$ cat src/rtl/window_loader.sv
// Raster RGB pixel loader: keeps the two previous image rows in line buffers and
// emits every complete 3x3 neighbourhood as a 216-bit window with a one-cycle strobe.
module window_loader #(
    parameter int IMG_WIDTH  = 16,
    parameter int IMG_HEIGHT = 16
) (
    input  logic         clk,
    input  logic         rst,
    input  logic         start,
    input  logic         pix_valid,
    input  logic [23:0]  pix_data,
    output logic         pix_ready,
    output logic [215:0] pixelData,
    output logic         intensity_enable,
    output logic [15:0]  center_row,
    output logic [15:0]  center_col,
    output logic         busy,
    output logic         frame_done
);
    localparam int DATA_W = 24;
    localparam int COL_W  = 3 * DATA_W;
    localparam int IDX_W  = (IMG_WIDTH > 1) ? $clog2(IMG_WIDTH) : 1;

    localparam logic [15:0] LAST_COL = 16'(IMG_WIDTH - 1);
    localparam logic [15:0] LAST_ROW = 16'(IMG_HEIGHT - 1);

    localparam logic [1:0] S_IDLE = 2'd0;
    localparam logic [1:0] S_LOAD = 2'd1;
    localparam logic [1:0] S_DONE = 2'd2;

    logic [1:0]        state;
    logic [15:0]       row;
    logic [15:0]       col;
    logic [DATA_W-1:0] lb0 [IMG_WIDTH];
    logic [DATA_W-1:0] lb1 [IMG_WIDTH];

    // The two most recent window columns, each packed as {top, middle, bottom}.
    logic [COL_W-1:0]  col_a_p0;
    logic [COL_W-1:0]  col_b_p0;

    logic [COL_W-1:0]  col_new;
    logic [IDX_W-1:0]  col_idx;
    logic              accept;
    logic              last_pix;
    logic              full_window;

    // Rearranges three columns into the row-major window, pixel0 in the top bits.
    function automatic logic [215:0] pack_window(input logic [COL_W-1:0] a,
                                                 input logic [COL_W-1:0] b,
                                                 input logic [COL_W-1:0] n);
        return {a[71:48], b[71:48], n[71:48],
                a[47:24], b[47:24], n[47:24],
                a[23:0],  b[23:0],  n[23:0]};
    endfunction

    assign accept      = (state == S_LOAD) && pix_valid;
    assign col_idx     = col[IDX_W-1:0];
    assign col_new     = {lb1[col_idx], lb0[col_idx], pix_data};
    assign last_pix    = (row == LAST_ROW) && (col == LAST_COL);
    // Columns 0 and 1 of a row would pair with the previous row's tail, so they never emit.
    assign full_window = (row >= 16'd2) && (col >= 16'd2);

    assign pix_ready   = (state == S_LOAD);
    assign busy        = (state == S_LOAD) || (state == S_DONE);
    assign frame_done  = (state == S_DONE);

    always_ff @(posedge clk) begin
        if (rst) begin
            state            <= S_IDLE;
            row              <= 16'd0;
            col              <= 16'd0;
            col_a_p0         <= '0;
            col_b_p0         <= '0;
            pixelData        <= '0;
            intensity_enable <= 1'b0;
            center_row       <= 16'd0;
            center_col       <= 16'd0;
            for (int i = 0; i < IMG_WIDTH; i++) begin
                lb0[i] <= '0;
                lb1[i] <= '0;
            end
        end else begin
            intensity_enable <= 1'b0;
            case (state)
                S_IDLE: begin
                    if (start) begin
                        state <= S_LOAD;
                        row   <= 16'd0;
                        col   <= 16'd0;
                    end
                end
                S_LOAD: begin
                    if (accept) begin
                        lb1[col_idx] <= lb0[col_idx];
                        lb0[col_idx] <= pix_data;
                        col_a_p0     <= col_b_p0;
                        col_b_p0     <= col_new;
                        if (full_window) begin
                            pixelData        <= pack_window(col_a_p0, col_b_p0, col_new);
                            center_row       <= row - 16'd1;
                            center_col       <= col - 16'd1;
                            intensity_enable <= 1'b1;
                        end
                        if (col == LAST_COL) begin
                            col <= 16'd0;
                            row <= row + 16'd1;
                        end else begin
                            col <= col + 16'd1;
                        end
                        if (last_pix) begin
                            state <= S_DONE;
                        end
                    end
                end
                S_DONE: begin
                    state <= S_IDLE;
                end
                default: begin
                    state <= S_IDLE;
                end
            endcase
        end
    end

endmodule
$ cat config.mk
export PLATFORM = sky130hd
export DESIGN_NAME = window_loader
export DESIGN_NICKNAME = d
export VERILOG_FILES = /design/src/rtl/window_loader.sv
export SDC_FILE = /design/constraint.sdc
export NUM_CORES = 2
export LEC_CHECK = 0
export BUFFER_PORTS_ARGS = -buffer_cell sky130_fd_sc_hd__clkbuf_2
export CORE_UTILIZATION = 52
export CTS_BUF_LIST = sky130_fd_sc_hd__clkbuf_4
export DETAILED_ROUTE_END_ITERATION = 16
export HOLD_SLACK_MARGIN = 0.08
export PLACE_DENSITY = 0.73
export SLEW_MARGIN = 10
export SYNTH_ARGS = -nofsm -noshare
export SYNTH_HDL_FRONTEND = slang
export SYNTH_SLANG_ARGS = --single-unit
$ cat constraint.sdc
create_clock -name clk -period 3.9 [get_ports clk]
set_clock_uncertainty 0.15 [all_clocks]
set_input_delay 0.78 -clock clk [delete_from_list [all_inputs] [get_ports clk]]
set_output_delay 0.78 -clock clk [all_outputs]
set_load 0.01 [all_outputs]
# ---- After elaboration in Yosys (flattened, before gate mapping)
# Memory sizes are Yosys's and may differ from the RTL's. A register that Yosys moved wholly into a read port is not among the register bits.
# Index checks and enable logic that the tools add are counted.
dict set report word_totals {
  reg_bits 427
  latchBits 0
  ram_bits 768
  romBits 0
  inputBits 28
  output_inout_bits 252
  word_cells 69
  memories 2
}
dict set report op_classes {
  add_sub_neg 4
  multipliers 0
  n_div 0
  magnitude_cmp 2
  n_eq_ne 8
  shift 0
  n_mux 28
  bitwise_logic 2
  n_reduce_logical 14
}
# memory words word_bits read_ports rd_clocked_by_memory_dff wr line
set mem_list {}
lappend mem_list {lb0 16 24 1 1 16 34} ;# logic [DATA_W-1:0] lb0 [IMG_WIDTH];
lappend mem_list {lb1 16 24 1 1 16 35} ;# logic [DATA_W-1:0] lb1 [IMG_WIDTH];
# cell count
set ops {}
lappend ops {{$mux 16} 5}
lappend ops {{$pmux 16 s2} 2}
lappend ops {{$mux 24} 2}
lappend ops {{$reduce_or 24->1} 2}
lappend ops {{$add 16x1->16 const B} 2}
lappend ops {{$eq 16x4->1 const B} 2}
lappend ops {{$ge 16x2->1 const B} 2}
lappend ops {{$sub 16x1->16 const B} 2}
lappend ops {{$mux 4} 6}
lappend ops {{$mux 1} 9}
lappend ops {{$reduce_and 3->1} 3}
lappend ops {{$mux 2} 3}
lappend ops {{$ne 2x1->1 const B} 3}
lappend ops {{$pmux 2 s2} 1}
lappend ops {{$reduce_and 4->1} 1}
lappend ops {{$logic_and 1x1->1} 3}
lappend ops {{$reduce_or 3->1} 1}
lappend ops {{$eq 2x1->1 const B} 1}
lappend ops {{$eq 2x2->1 const B} 1}
lappend ops {{$logic_not 2->1} 1}
lappend ops {{$ne 2x2->1 const B} 1}
lappend ops {{$not 1->1} 2}
lappend ops {{$reduce_and 2->1} 1}
lappend ops {{$reduce_bool 2->1} 1}
lappend ops {{$logic_or 1x1->1} 1}

# ---- Logic depth before layout (Yosys ltp)
dict set report logic_depth {
  ltp_word 8
  depth_mapped 11
  depth_no_buf 7
}

# ---- Least setup slack after synthesis
# OpenSTA, ideal clock, no wires.
dict set report synth_path {
  path_type {input -> register}
  startpoint {in pix_valid}
  endpoint {mem lb0[10][0] (enable)}
  setup_time_ns 0.413
  arrival_ns 3.175
  required_time_ns 3.337
  slack_ns 0.162
  stages 7
  path_buffers 2
  path_cell_list {and2_1 clkbuf_1 nand2b_1 clkbuf_1 nor3b_2 nand2_1 nand2b_1}
}
# item line
set synth_lines {}
lappend synth_lines {{start: declaration} 10} ;# input logic pix_valid,
lappend synth_lines {{end: declaration} 34}

==> out/qor.txt <==
=====================================================================================
Count of port buffers added during placement                                      279
Share of cell area taken by muxes after synthesis                              8.569%
Starting Density                                                               52.80%
Power Internal                                                               19.95 mW
Design Power                                                                 26.16 mW
Height of the chip                                                           313.5 µm
DR pass1 iterations                                                                 6
Clk network pwr share                                                           40.2%
Sw frac                                                                        23.73%
Fraction of layout instances using a drive strength above 1                    27.33%
Maximum Capacitance Violations                                                      0
DRC violations left                                                                 0
Post-detailed-placement half-perimeter wirelength                            84810 µm
Worst Hold Path EP                                                       pixelData[53]
Via Count                                                                      35.77k
Tightest slew margin relative to the limit                                     25.47%
Combinational share of power                                                     6.5%
Final net count                                                                  4477
CTS Root Buffer Type                                                     sky130_fd_sc_hd__clkbuf_4
Total track usage                                                              28.39%
Depth of the CTS H-tree                                                             5
Share of async-settable or async-resettable flops after synthesis                  0%
Synth Net Count                                                                  4129
Worst Max-Slew Pin Slew                                                       1118 ps
Core area                                                                   95580 µm²
Power per standard cell area                                             456.0 nW/µm²
Seq pwr share                                                                   53.2%
Clock-pin slew on the worst setup and hold paths                                60 ps
Count of cells along the worst hold path                                            2
DRC marker count from the first detailed-route iteration                         4184
Most used flip-flop cell after synthesis                                 sky130_fd_sc_hd__edfxtp_1
Vias in the first global route                                                 35.42k
Cells on worst reg2reg path                                                         9
Leading area contributor after synthesis                                 sky130_fd_sc_hd__edfxtp_1
Worst Setup Slack post-DPL                                                   626.3 ps
Count of clock tree sinks                                                        1199
Number of buffers on the longest clock path                                         4
Worst min path class                                                     register to register
Die ar.                                                                     98300 µm²
Post-CTS sizing                                                                     0
Placed cell count                                                                5351
FF-to-FF Start                                                                 col[1]
P_sw                                                                         6.207 mW
Count of final setup violators                                                      0
Met1 Wirelength                                                              53020 µm
Amount of wire on met2 after detailed routing                                70150 µm
CP max FO                                                                           9
Fraction of the mapped netlist area in adder cells                            0.2479%
Total global routing overflow                                                       0
Wirelength, routed                                                          140800 µm
Final critical-path share of the clock period                                  87.16%
Avg Inst Size Synth                                                         12.34 µm²
Share of the synthesized area in the top cell type                             45.70%
Antenna-violating nets left                                                         0
Fin worst setup slack                                                        500.8 ps
Largest cells by area after synthesis                                    sky130_fd_sc_hd__edfxtp_1 (46%), sky130_fd_sc_hd__dfxtp_1 (17%), sky130_fd_sc_hd__mux4_2 (8.6%)
Hold Path Origin                                                          col_a_p0[5]
Global placer's final weighted congestion                                      0.8313
FF+latch count, synth                                                            1199
Endpoint class of the critical path                                          register
Maximum ir drop on the vdd rail                                              323.5 µV
Status                                                                   finished, final reports clean
WP data arrival                                                               4330 ps
Clock latency on the worst-skew pair                                          1220 ps
Most common cell after layout, fill and taps aside                       sky130_fd_sc_hd__edfxtp_1
Top Layer Used                                                                   met4
Warning count from the yosys run                                                    0
Post-synthesis share of cell area spent on and, or, nand and nor gates         14.67%
Number of buffers added by the clock tree synthesis step                          320
Non-filler cells in the finished layout                                          5906
Horizontal die dimension                                                     313.5 µm
Part of the Yosys area used for sequential elements                            62.80%
CTS tree                                                                          yes
Met3 Wirelength                                                              11420 µm
Num ports                                                                         280
Synthesized-area fraction occupied by xor and xnor cells                      0.7289%
Main combinational cell family by area after synthesis                   simple AND/OR/NAND/NOR gates
Synthesized-area fraction occupied by ao, oa, aoi and oai cells                9.369%
Total Neg Setup Slack                                                            0 ps
Antenna violations before repair                                                    4
Type of the setup path with the least slack                              register to register
Number of unique standard cell types used by synthesis                             59
Static power due to leakage                                                  21.38 nW
Most used cells in the layout excluding fill and tap cells               sky130_fd_sc_hd__edfxtp_1 (768), sky130_fd_sc_hd__nor2_1 (468), sky130_fd_sc_hd__clkbuf_4 (458)
Final period demand of the worst path                                         3399 ps
Type of element launching the critical path                                  register
Unrepaired setup endpoints after global routing                                 false
Number of synthesized flops with an enable pin                                    768
Routed wire length per instance                                              23.84 µm
Minimum setup slack among reg-to-reg paths                                     500 ps
Required time of the worst setup path                                         4830 ps
Gate count of the mapped netlist                                                 4091
Number of max-slew violations in the final report                                   0
Per-cell via count in the routed design                                         6.056
Post-synth design cell area                                                 50460 µm²
Std-Cell Rows                                                                     113
Max Fclk                                                                   0.2942 GHz
Pin count of the biggest net entering global routing                              128
Number of hold violations in the final report                                       0
Area growth, synth to finish                                                   13.66%
First-pass GRT wire length                                                  211600 µm
=====================================================================================
## what timing repair did
item	4_1_cts	5_1_grt
buffers inserted	0	0
endpoints found under the hold margin	407	0
hold buffers	31	0
## synthesized netlist by cell type, types with 5 or more instances
cell type / number
sky130_fd_sc_hd__a21oi_2: 70
sky130_fd_sc_hd__or3_1: 9
sky130_fd_sc_hd__nand4_1: 9
sky130_fd_sc_hd__o22ai_1: 49
sky130_fd_sc_hd__buf_2: 47
sky130_fd_sc_hd__or4_1: 9
sky130_fd_sc_hd__nor4_1: 15
sky130_fd_sc_hd__ha_1: 10
sky130_fd_sc_hd__nor3_1: 15
sky130_fd_sc_hd__and3_1: 342
sky130_fd_sc_hd__nand3b_1: 48
sky130_fd_sc_hd__a31oi_1: 5
sky130_fd_sc_hd__o21ai_0: 140
sky130_fd_sc_hd__and2_1: 53
sky130_fd_sc_hd__a22o_1: 96
sky130_fd_sc_hd__clkbuf_1: 323
sky130_fd_sc_hd__nand3_1: 190
sky130_fd_sc_hd__inv_1: 9
sky130_fd_sc_hd__nand2_1: 231
sky130_fd_sc_hd__nor2_1: 472
sky130_fd_sc_hd__a21oi_1: 236
sky130_fd_sc_hd__mux4_2: 192
sky130_fd_sc_hd__dfxtp_1: 431
sky130_fd_sc_hd__xor2_1: 10
sky130_fd_sc_hd__xnor2_1: 32
sky130_fd_sc_hd__nand2b_1: 67
sky130_fd_sc_hd__a211oi_1: 26
sky130_fd_sc_hd__o21ai_1: 20
sky130_fd_sc_hd__o21ai_2: 71
sky130_fd_sc_hd__buf_1: 40
sky130_fd_sc_hd__nor2b_1: 6
sky130_fd_sc_hd__edfxtp_1: 768
sky130_fd_sc_hd__buf_8: 7
## area by class of cell
class | instances | area, µm²
repair buffers | 451 | 3163
clock inverters | 58 | 330.3
flip-flops and latches | 1199 | 31700
inverters | 9 | 33.78
multi-input cells | 2458 | 17090
well taps | 1265 | 1583
diodes | 8 | 20.02
fillers | 7547 | 38220
clock buffers | 458 | 3438
## power by group through the flow
stage	registers (mW)	logic (mW)	clock network, mW
final	13.9	1.70	10.5
after global routing	14.0	1.78	11.3
after CTS	13.9	1.69	10.7
after detailed placement	14.2	1.66	0
after global placement	14.2	1.65	0
after floorplan	14.2	1.01	0
## routing by layer
layer  vias up  track usage (%)
met2      1802            47.22
met1     17700            35.79
li1      15920                -
met5         -                0
met3       336            5.047
met4         0            14.38
## worst max-delay path by stage
stage | start | to | slack (ps) | cells past startpoint
floorplan | pix_valid | lb0[10][0] | 160 | 7
finish | col[1] | register | 500 | 9
global route | col[1] | register | 350 | 9
detailed placement | pix_valid | lb1[10][11] | 630 | 7
global placement | pix_valid | lb1[10][7] | 660 | 7
CTS | col[1] | col[1] | 590 | 9
## flip-flops by register name (all words and copies together) (netlist names), named ones only
signal and count:
center_row 16, pixelData 216, state 2, col_b_p0 72
row 16, intensity_enable 1, lb0 384, col_a_p0 72
center_col 16, lb1 384, col 16
## critical path: stages, from the launching register on
cell and delay (ps):
sky130_fd_sc_hd__dfxtp_1 490, sky130_fd_sc_hd__inv_1 170, sky130_fd_sc_hd__ha_2 320, sky130_fd_sc_hd__nand3_1 80, sky130_fd_sc_hd__dlygate4sd3_1 540, sky130_fd_sc_hd__o21ai_0 80, sky130_fd_sc_hd__dlygate4sd3_1 580, sky130_fd_sc_hd__a222oi_1 210
sky130_fd_sc_hd__dlygate4sd3_1 590, sky130_fd_sc_hd__nor2_1 50
## metrics by stage
step           hold WS [ps]  util (%)  area [µm²]
4_1_cts               284.9     59.99       57340
6_report              285.6     60.01       57360
5_1_grt               300.4     60.01       57360
2_1_floorplan         286.6         -       50460
3_5_place_dp          296.8     55.72       53260
3_3_place_gp          292.0     55.72       53260
## logic make-up (layout without fill, tap and decap cells)
| logic type | after synthesis | after routing |
|---|---|---|
| mux | 192 | 192 |
| simple gates | 1485 | 1485 |
| flops | 1199 | 1199 |
| buf+inv | 434 | 976 |
| fa+ha+maj | 10 | 10 |
| other cells | 0 | 8 |
| compound gates | 729 | 729 |
| xor+xnor | 42 | 42 |
Note: power is estimated with default switching activity, not from simulation.
